## src/rtl/data_bus_arbiter_pkg.sv

```systemverilog
// Shared definitions for the two-master data bus arbiter: FSM encodings,
// master ids, the latched-transaction record and the address map helpers.
package data_bus_arbiter_pkg;

  // Arbiter FSM encoding; values are fixed so debug tools can decode them.
  typedef enum logic [1:0] {
    ST_IDLE   = 2'd0,
    ST_ACCESS = 2'd1,
    ST_RESP   = 2'd2
  } arb_state_e;

  // Master identifiers as carried on bus_owner.
  localparam logic MASTER_M0 = 1'b0;
  localparam logic MASTER_M1 = 1'b1;

  // Address map of the peripheral fabric (base/mask pairs).
  localparam logic [31:0] INSTR_BASE = 32'h0000_0000;
  localparam logic [31:0] INSTR_MASK = 32'hFFFF_0000;
  localparam logic [31:0] DATA_BASE  = 32'h1000_0000;
  localparam logic [31:0] DATA_MASK  = 32'hFFFF_0000;
  localparam logic [31:0] TIMER_BASE = 32'h2000_0000;
  localparam logic [31:0] TIMER_MASK = 32'hFFFF_FF00;
  localparam logic [31:0] UART_BASE  = 32'h3000_0000;
  localparam logic [31:0] UART_MASK  = 32'hFFFF_FF00;

  // Everything about a granted transaction that is frozen at grant time.
  typedef struct packed {
    logic        we;
    logic [31:0] addr;
    logic [31:0] wdata;
    logic [3:0]  byte_en;
    logic [2:0]  load_type;
    logic        owner;
    logic        mapped;
  } txn_t;

  function automatic logic is_instr_mem(input logic [31:0] addr);
    return (addr & INSTR_MASK) == INSTR_BASE;
  endfunction

  function automatic logic is_data_mem(input logic [31:0] addr);
    return (addr & DATA_MASK) == DATA_BASE;
  endfunction

  function automatic logic is_timer_mem(input logic [31:0] addr);
    return (addr & TIMER_MASK) == TIMER_BASE;
  endfunction

  function automatic logic is_uart_mem(input logic [31:0] addr);
    return (addr & UART_MASK) == UART_BASE;
  endfunction

  // An address is mapped when any slave region claims it.
  function automatic logic is_mapped(input logic [31:0] addr);
    return is_instr_mem(addr) | is_data_mem(addr) |
           is_timer_mem(addr) | is_uart_mem(addr);
  endfunction

endpackage

```

## src/rtl/data_bus_arbiter_rr_pick2.sv

```systemverilog
// Combinational two-way round-robin pick. The pointer (last_owner) is held
// by the parent; this block only decides who wins this cycle.
module rr_pick2
  import data_bus_arbiter_pkg::*;
(
  input  logic req0,
  input  logic req1,
  input  logic last_owner,
  output logic grant_valid,
  output logic grant_id
);

  // A lone requester always wins; on contention the master not served last wins.
  always_comb begin
    grant_valid = req0 | req1;
    grant_id    = MASTER_M0;
    if (req0 && req1) begin
      grant_id = ~last_owner;
    end else if (req1) begin
      grant_id = MASTER_M1;
    end
  end

endmodule

```

## src/rtl/data_bus_arbiter.sv

```systemverilog
// Two-master data bus arbiter. One transaction at a time walks
// IDLE -> ACCESS -> RESP; the slave strobe is only ever raised in ACCESS.
//
// Handshake: a master raises mX_req with all fields stable and keeps them
// until it sees mX_ack (a single-cycle pulse, with mX_err/mX_rdata valid in
// the same cycle). Fields are sampled once, on the grant edge. A request
// still high in the IDLE cycle after ack is taken as a new transaction.
module data_bus_arbiter
  import data_bus_arbiter_pkg::*;
#(
  parameter bit M0_FIRST        = 1'b1,
  parameter bit ERR_ON_UNMAPPED = 1'b1
) (
  input  logic        clk,
  input  logic        rst,
  input  logic        m0_req,
  input  logic        m0_we,
  input  logic [31:0] m0_addr,
  input  logic [31:0] m0_wdata,
  input  logic [3:0]  m0_byte_en,
  input  logic [2:0]  m0_load_type,
  output logic        m0_ack,
  output logic        m0_err,
  output logic [31:0] m0_rdata,
  input  logic        m1_req,
  input  logic        m1_we,
  input  logic [31:0] m1_addr,
  input  logic [31:0] m1_wdata,
  input  logic [3:0]  m1_byte_en,
  input  logic [2:0]  m1_load_type,
  output logic        m1_ack,
  output logic        m1_err,
  output logic [31:0] m1_rdata,
  output logic        bus_wr_en,
  output logic        bus_rd_en,
  output logic [31:0] bus_addr,
  output logic [31:0] bus_wdata,
  output logic [3:0]  bus_byte_en,
  output logic [2:0]  bus_load_type,
  input  logic [31:0] bus_rdata,
  output logic        bus_owner
);

  // Pointer reset value is "the other master", so the preferred one wins first.
  localparam logic PTR_RESET = M0_FIRST ? MASTER_M1 : MASTER_M0;
  localparam logic ERR_EN    = ERR_ON_UNMAPPED;

  arb_state_e  state_q, state_d;
  logic        last_owner_q, last_owner_d;
  txn_t        txn_q, txn_d;
  logic        err_q, err_d;
  logic [31:0] m0_rdata_q, m0_rdata_d;
  logic [31:0] m1_rdata_q, m1_rdata_d;

  logic        grant_valid;
  logic        grant_id;
  logic        do_grant;
  logic        txn_err;
  logic        strobe_ok;

  rr_pick2 u_pick (
    .req0        (m0_req),
    .req1        (m1_req),
    .last_owner  (last_owner_q),
    .grant_valid (grant_valid),
    .grant_id    (grant_id)
  );

  assign do_grant  = (state_q == ST_IDLE) && grant_valid;
  // Unmapped accesses are suppressed only when error reporting is enabled.
  assign txn_err   = ERR_EN & ~txn_q.mapped;
  assign strobe_ok = ~txn_err;

  // State register plus all datapath flops; reset aborts any transaction.
  always_ff @(posedge clk or posedge rst) begin
    if (rst) begin
      state_q      <= ST_IDLE;
      last_owner_q <= PTR_RESET;
      txn_q        <= '0;
      err_q        <= 1'b0;
      m0_rdata_q   <= '0;
      m1_rdata_q   <= '0;
    end else begin
      state_q      <= state_d;
      last_owner_q <= last_owner_d;
      txn_q        <= txn_d;
      err_q        <= err_d;
      m0_rdata_q   <= m0_rdata_d;
      m1_rdata_q   <= m1_rdata_d;
    end
  end

  // Next-state: ACCESS and RESP each last exactly one cycle.
  always_comb begin
    state_d = state_q;
    case (state_q)
      ST_IDLE:   if (grant_valid) state_d = ST_ACCESS;
      ST_ACCESS: state_d = ST_RESP;
      ST_RESP:   state_d = ST_IDLE;
      default:   state_d = ST_IDLE;
    endcase
  end

  // Grant-time latch of the winner's fields and pointer update.
  always_comb begin
    txn_d        = txn_q;
    last_owner_d = last_owner_q;
    if (do_grant) begin
      last_owner_d = grant_id;
      txn_d.owner  = grant_id;
      if (grant_id == MASTER_M1) begin
        txn_d.we        = m1_we;
        txn_d.addr      = m1_addr;
        txn_d.wdata     = m1_wdata;
        txn_d.byte_en   = m1_byte_en;
        txn_d.load_type = m1_load_type;
        txn_d.mapped    = is_mapped(m1_addr);
      end else begin
        txn_d.we        = m0_we;
        txn_d.addr      = m0_addr;
        txn_d.wdata     = m0_wdata;
        txn_d.byte_en   = m0_byte_en;
        txn_d.load_type = m0_load_type;
        txn_d.mapped    = is_mapped(m0_addr);
      end
    end
  end

  // Response capture at the end of ACCESS: read data lands in the owner's
  // rdata register, writes leave it untouched, errors force it to zero.
  always_comb begin
    err_d      = err_q;
    m0_rdata_d = m0_rdata_q;
    m1_rdata_d = m1_rdata_q;
    if (state_q == ST_ACCESS) begin
      err_d = txn_err;
      if (txn_err) begin
        if (txn_q.owner == MASTER_M1) m1_rdata_d = '0;
        else                          m0_rdata_d = '0;
      end else if (!txn_q.we) begin
        if (txn_q.owner == MASTER_M1) m1_rdata_d = bus_rdata;
        else                          m0_rdata_d = bus_rdata;
      end
    end
  end

  // Outputs decoded from state: strobes in ACCESS, ack/err to the owner in RESP.
  always_comb begin
    bus_wr_en     = 1'b0;
    bus_rd_en     = 1'b0;
    m0_ack        = 1'b0;
    m1_ack        = 1'b0;
    m0_err        = 1'b0;
    m1_err        = 1'b0;
    bus_addr      = txn_q.addr;
    bus_wdata     = txn_q.wdata;
    bus_byte_en   = txn_q.byte_en;
    bus_load_type = txn_q.load_type;
    bus_owner     = txn_q.owner;
    m0_rdata      = m0_rdata_q;
    m1_rdata      = m1_rdata_q;
    case (state_q)
      ST_ACCESS: begin
        bus_wr_en = txn_q.we & strobe_ok;
        bus_rd_en = ~txn_q.we & strobe_ok;
      end
      ST_RESP: begin
        if (txn_q.owner == MASTER_M1) begin
          m1_ack = 1'b1;
          m1_err = err_q;
        end else begin
          m0_ack = 1'b1;
          m0_err = err_q;
        end
      end
      default: ;
    endcase
  end

endmodule

```

## config.mk

```make
export PLATFORM = sky130hd
export DESIGN_NAME = data_bus_arbiter
export DESIGN_NICKNAME = d
export VERILOG_FILES = /design/src/rtl/data_bus_arbiter_pkg.sv /design/src/rtl/data_bus_arbiter_rr_pick2.sv /design/src/rtl/data_bus_arbiter.sv
export SDC_FILE = /design/constraint.sdc
export NUM_CORES = 1
export LEC_CHECK = 0
export ABC_CLOCK_PERIOD_IN_PS = 10500
export CAP_MARGIN = 20
export CORE_ASPECT_RATIO = 0.75
export CORE_UTILIZATION = 30
export DETAILED_ROUTE_END_ITERATION = 7
export GPL_TIMING_DRIVEN = 1
export SYNTH_ARGS = -nofsm -noshare
export SYNTH_HDL_FRONTEND = slang
export SYNTH_HIERARCHICAL = 1
export SYNTH_SLANG_ARGS = --single-unit
```

## constraint.sdc

```tcl
create_clock -name clk -period 10.5 [get_ports clk]
set_input_delay 1.05 -clock clk [delete_from_list [all_inputs] [get_ports clk]]
set_output_delay 1.05 -clock clk [all_outputs]
set_load 0.1 [all_outputs]
```

### Yosys cells after proc, flatten, opt, wreduce, memory -nomap -nowiden

Index checks and enable logic that the tools add are counted.

| storage, ports and cells | value |
|---|---|
| bits in writable memories | 0 |
| memories kept | 0 |
| word-level logic and storage cells | 69 |
| bits in latches | 0 |
| memory bits (read-only) | 0 |
| flip-flop bits (word level) | 142 |

| cells by class | value |
|---|---|
| add/sub/neg operators | 0 |
| bitwise gates (word level) | 12 |
| muxes and demuxes | 24 |
| magnitude comparators | 0 |
| multipliers | 0 |
| shift operators | 0 |
| reductions and logical operators | 9 |
| equality and inequality tests | 12 |
| divide/modulo/power cells | 0 |

Operators by type and width:

| kind | number |
|---|---|
| $mux 32 | 8 |
| $eq 24x22->1 const B | 4 |
| $mux 72 | 1 |
| $logic_not 32->1 | 2 |
| $eq 16x13->1 const B | 2 |
| $mux 1 | 13 |
| $reduce_and 4->1 | 2 |
| $or 1x1->1 | 7 |
| $ne 2x2->1 const B | 3 |
| $pmux 2 s2 | 1 |
| $reduce_bool 2->1 | 2 |
| $not 1->1 | 3 |
| $and 1x1->1 | 2 |
| $eq 2x1->1 const B | 1 |
| $eq 2x2->1 const B | 1 |
| $logic_and 1x1->1 | 2 |
| $logic_not 2->1 | 1 |
| $mux 2 | 1 |
| $ne 2x1->1 const B | 1 |

### Logic depth before layout (Yosys ltp)

Gate-level depths: netlist (run 1).

| logic depth | value |
|---|---|
| depth after elaboration | 5 |
| gate-level depth with buffers | 6 |
| depth with buffers taken out | 4 |

### Cells and area by module

The synthesis (run 1) kept the hierarchy.

By module, submodules not included:

| module | cells each | sequential area each (um^2) | times used | area an instance (um^2) |
|---|---|---|---|---|
| data_bus_arbiter | 626 | 3554.7 | 1 | 6815.3 |
| rr_pick2 | 2 | 0.0 | 1 | 13.8 |

### Worst setup path after synthesis (run 1)

OpenSTA, ideal clock, no wires.

| timing | value |
|---|---|
| kind | flip-flop to output port |
| start point | reg txn_q, in the netlist bus_owner |
| end point | out m1_err |
| arrival | 4.341 ns |
| cell stages (with the launch flop) | 4 |
| path slack | 5.109 ns |
| path buffers | 0 |
| required time | 9.450 ns |
| path through | dfrtp_1 inv_1 nor3b_1 and2_1 |

| between the ends | value |
|---|---|
| longest elaborated chain between the ends | 2 |

Ends and longest elaborated chain:

| element | RTL line | source |
|---|---|---|
| start: declaration | data_bus_arbiter.sv:50 | `txn_t txn_q, txn_d;` |
| start signal: assignment | data_bus_arbiter.sv:86 | `txn_q <= txn_d;` |
| $mux 1 | data_bus_arbiter.sv:168 | `if (txn_q.owner == MASTER_M1) begin` |
| $mux 1 | data_bus_arbiter.sv:162 | `case (state_q)` |
| end: declaration | data_bus_arbiter.sv:32 | `output logic m1_err,` |

No other way between the ends.

### Final worst setup path (run 1)

| timing | value |
|---|---|
| start point | reg txn_q, in the netlist strobe_ok |
| end point | out bus_rd_en |

| between the ends | value |
|---|---|
| longest elaborated chain between the ends | 2 |

Ends and longest elaborated chain:

| element | RTL line | source |
|---|---|---|
| $and 1x1->1 | data_bus_arbiter.sv:165 | `bus_rd_en = ~txn_q.we & strobe_ok;` |
| $mux 1 | data_bus_arbiter.sv:162 |  |
| end: declaration | data_bus_arbiter.sv:35 | `output logic bus_rd_en,` |

No other way between the ends.

==> metrics.csv, run 1 <==
metric,value,unit
via_per_inst,4.365,
drc,0,
worst_pin_slew,1061,ps
syn-num-nets,808,
io_buffer_count,321,
yosysTopAreaCell,dfrtp_1,
layout_min_cycle_time,3585,ps
place_ws,6461,ps
finalCritPeriodShare,34.14,%
busiest_layer,met2,
r2r_start,last_owner_q$_DFFE_PP1P_,
initial_core_util,30.80,%
cts_made_buffers,17,
hold_viol_final,0,
yosysWarnings,6,
rsz0062_at_grt,no,
crit_family,buffers and inverters,
arrival,2540,ps
clock_latency,420,ps
reg2reg_depth,5,
grt_use_met3,5.460,%
grt_max_degree,105,
routed_wl,19410,µm
first_iter_violations,198,
fin_area,10330,µm²
area_growth_syn_to_layout,51.25,%
clkTransAtPathRegs,70,ps
ios,322,
syn_area,6829,µm²
root_buffer,clkbuf_16,
crit_slowest_cell,clkdlybuf4s50_1,
nets,1046,
fin_setup_tns,0,ps
grt_use_met2,26.33,%
grt_pass1_wl,30150,µm
outcome,finished clean,
r2r_end,strobe_ok$_DFFE_PP0P_,
htreeDepth,4,
numClockSinks,142,
min_path_type,reg2reg,
drive_gt1_share,9.215,%
final_cells,1173,
holdPathEnd,m0_rdata[5]$_DFFE_PP0P_,
final_cell_mix,"clkdlybuf4s50_1, dfrtp_1, mux2i_1",
cts_hold_buf,0,
cp-start-kind,flip-flop,
ys_types,28,
antenna_cells,0,
post_dp_cell_area,9751,µm²
synth-edff-count,0,
cts_tree,yes,
relSlewSlack,29.10,%
slowest_delay,1180,ps
cp_cell_sequence,buf_4 > nor3b_1 > clkdlybuf4s50_1,
grt_pass1_vias,5153,
synthArstFlopShare,100.0,%
drtPass1Iterations,4,
crit_buf_inv,2,
ant_nets,0,
die_h,132.7,µm
finClkSkew,13.49,ps
worstPathRequired,9450,ps
antenna_found_initial,0,
yosysTopAreaCellShare,51.67,%
cts_setup_buffers,0,
avgSynthCellArea,10.87,µm²
r2r_slack,7690,ps
cp_max_fo,38,
placed_cells,1141,
dieArea,23380,µm²
grt-ovfl-total,0,
fin_ws,6915,ps
synth_cells,628,
setup_viol,0,
yosys-top-cells-area,"dfrtp_1, mux2i_1, buf_4",
synth_ff_type,dfrtp_1,
yosysSeqAreaShare,52.05,%
path_class,reg2out,
coreArea,22170,µm²
layout_commonest_cell,clkdlybuf4s50_1,
post_cts_resized,0,
row_count,47,
clock.fmax,0.2789,GHz
met1_usage,21.98,%
dp_hpwl,13990,µm
clockBufferDepth,2,
grt_usage,16.85,%
drv_slew,0,
chipWidth,176.2,µm
crit_path_end_kind,output port,
ys_ff_latch,142,
wire_per_inst,16.55,µm
vias,5120,
min_path_cells,2,
gp_congestion,0.7390,
hold_start,m0_rdata[5]$_DFFE_PP0P_,
drv_cap,0,
synth_stat cells (all sizes together) (2+ instances only):
cell,count
buf,98
and2,21
nor2,73
mux2,38
mux2i,85
inv,17
nor3b,4
clkbuf,10
nand2,29
o21ai,18
a21oi,73
or4,6
dfrtp,141
nor4,5
nand4,2
per-layer routing:
layer  share of wire, %  routed length (µm)
met5                  0                   0
met1                 44                8457
met3                8.2                1600
met4                1.5                 295
met2                 47                9055
sequential cells by signal (all words and copies together) (netlist names):
register,cells
bus_load_type,3
last_owner_q,1
txn_q,1
m1_rdata,32
bus_addr,32
bus_wdata,32
bus_owner,1
strobe_ok,1
err_q,1
m0_rdata,32
bus_byte_en,4
state_q,2
stage by stage:
stage | utilization, % | hold slack [ps]
global route | 46.59 | 510.4
detailed placement | 43.98 | 469.9
global placement | 43.98 | 462.8
finish | 46.59 | 478.4
CTS | 46.59 | 485.6
floorplan | - | 453.5
cell families after synthesis:
family                 count (synthesis)  share of synthesized area, %
and+or+nand+nor                      144                         9.857
buffers and inverters                125                         11.60
muxes                                123                         19.49
DFF                                  142                         52.05
AOI/OAI and AO/OA                     94                         6.999
tightest hold or removal path: stages (launching register included):
cell and delay [ps]:
dfrtp_1 340, nand2_1 50, o21ai_0 60
how the worst max path moves through the flow:
| stage | start | end | slack, ps | depth (start not counted) |
|---|---|---|---|---|
| finish | strobe_ok$_DFFE_PP0P_ | bus_rd_en | 6910 | 3 |
| global placement | m0_req | strobe_ok$_DFFE_PP0P_ | 6460 | 6 |
| floorplan | bus_owner$_DFFE_PP0P_ | m1_err | 5110 | 3 |
| global route | bus_owner$_DFFE_PP0P_ | m1_err | 6750 | 4 |
| CTS | strobe_ok$_DFFE_PP0P_ | bus_rd_en | 6860 | 3 |
| detailed placement | m0_req | strobe_ok$_DFFE_PP0P_ | 6460 | 6 |
final cells by class:
class | count | area (µm²)
clock buffers | 18 | 429.2
clock inverters | 14 | 148.9
fillers | 2084 | 11840
inverters | 17 | 68.82
multi-input cells | 361 | 2501
flip-flops and latches | 142 | 3555
well taps | 294 | 367.9
repair buffers | 327 | 3258
Power of run 1 is not shown: default switching activity piles up to over one toggle a cycle in this logic, so the estimate is an artifact.
==> inputs of run 2 (changes only) <==
- ABC_CLOCK_PERIOD_IN_PS: 10500 -> 3250
- clock period: 10.5 -> 3.25 ns (I/O delays scaled with it)
==> metrics.csv, run 2 (synthesis gave the netlist of run 1 again) <==
metric,value,unit
outcome,finished clean,
fin_ws,856.4,ps
row_count,47,
dieArea,23380,µm²
grt_usage,17.02,%
relSlewSlack,30.07,%
cp_cell_sequence,clkdlybuf4s50_1,
final_cell_mix,"clkdlybuf4s50_1, dfrtp_1, mux2i_1",
min_path_type,in2async,
numClockSinks,142,
antenna_found_initial,0,
worstPathRequired,2920,ps
cp-start-kind,flip-flop,
slowest_delay,1190,ps
layout_min_cycle_time,2394,ps
htreeDepth,4,
n_fill_cell,2068,
first_iter_violations,206,
via_per_inst,4.400,
cts_tree,yes,
antenna_cells,0,
crit_buf_inv,1,
worst_pin_slew,1046,ps
routed_wl,19260,µm
cts_hold_buf,0,
vias,5188,
drive_gt1_share,11.07,%
cts_setup_buffers,0,
finalCritPeriodShare,73.65,%
rsz0062_at_grt,no,
whs,365.7,ps
drtPass1Iterations,4,
drv_slew,0,
gp_congestion,0.7692,
post_cts_resized,0,
setup_viol,0,
busiest_layer,met2,
initial_core_util,30.80,%
grt-ovfl-total,0,
met1_usage,22.49,%
crit_path_end_kind,output port,
chipWidth,176.2,µm
crit_slowest_cell,clkdlybuf4s50_1,
grt_max_degree,151,
clock_latency,420,ps
area_growth_syn_to_layout,51.94,%
clockBufferDepth,2,
ant_nets,0,
wire_per_inst,16.34,µm
crit_family,buffers and inverters,
io_buffer_count,321,
placed_cells,1147,
clock.fmax,0.4178,GHz
root_buffer,clkbuf_16,
cp_max_fo,5,
die_h,132.7,µm
cts_made_buffers,17,
coreArea,22170,µm²
arrival,2070,ps
hold_viol_final,0,
grt_pass1_vias,5319,
drc,0,
grt_use_met2,26.79,%
layout_commonest_cell,clkdlybuf4s50_1,
finClkSkew,10.59,ps
drv_cap,0,
grt_use_met3,5.172,%
place_ws,953.3,ps
nets,1052,
path_class,reg2out,
ios,322,
dp_hpwl,14130,µm
final_cells,1179,
clkTransAtPathRegs,70,ps
grt_pass1_wl,30460,µm
run 2: cell count changes in the layout (fill, tap and decap cells not counted), moves of 2 or more:
cell | before | now
buf_4 | 6 | 17
clkdlybuf4s50_1 | 321 | 314
nor3b_1 | 3 | 0
nor3b_2 | 0 | 3
buf_12 | 0 | 2
inv_8 | 4 | 2
run 2: area by class of cell:
type                    count  area (µm²)  share of cell area, %
clock inverters            14       120.1                  1.158
repair buffers            333        3311                  31.91
flip-flops and latches    142        3555                  34.26
inverters                  17       67.56                 0.6512
clock buffers              18       439.2                  4.232
well taps                 294       367.9                  3.545
multi-input cells         361        2516                  24.25
run 2: worst paths after layout:
| kind | start | end | slack, ps | depth (start not counted) |
|---|---|---|---|---|
| worst max-delay path | bus_owner$_DFFE_PP0P_ | bus_owner | 860 | 1 |
| worst min-delay path | rst | err_q$_DFFE_PP0P_ | 370 | 3 |
| worst max register to register | strobe_ok$_DFFE_PP0P_ | m0_rdata[31]$_DFFE_PP0P_ | 1220 | 2 |
| worst min register to register | m0_rdata[7]$_DFFE_PP0P_ | m0_rdata[7]$_DFFE_PP0P_ | 490 | 2 |
| max in group asynchronous | rst | bus_load_type[0]$_DFFE_PP0P_ | 2170 | 3 |
| min in group clk | bus_rdata[0] | m1_rdata[0]$_DFFE_PP0P_ | 470 | 3 |
run 2: per-layer routing:
metal | vias to the layer above | part of all wire (%)
met5 | - | 0
met4 | 0 | 1.1
met3 | 16 | 7.6
met2 | 177 | 46
met1 | 2453 | 45
li1 | 2542 | -
run 2: stage by stage:
step | utilization, % | cell area (µm²) | TNS, ps
after floorplan | - | 6848 | -498.5
after global placement | 44.28 | 9817 | 0
after detailed placement | 44.28 | 9817 | 0
after CTS | 46.80 | 10380 | 0
after global routing | 46.80 | 10380 | 0
final | 46.80 | 10380 | 0
Power of run 2 is left out for the same reason.
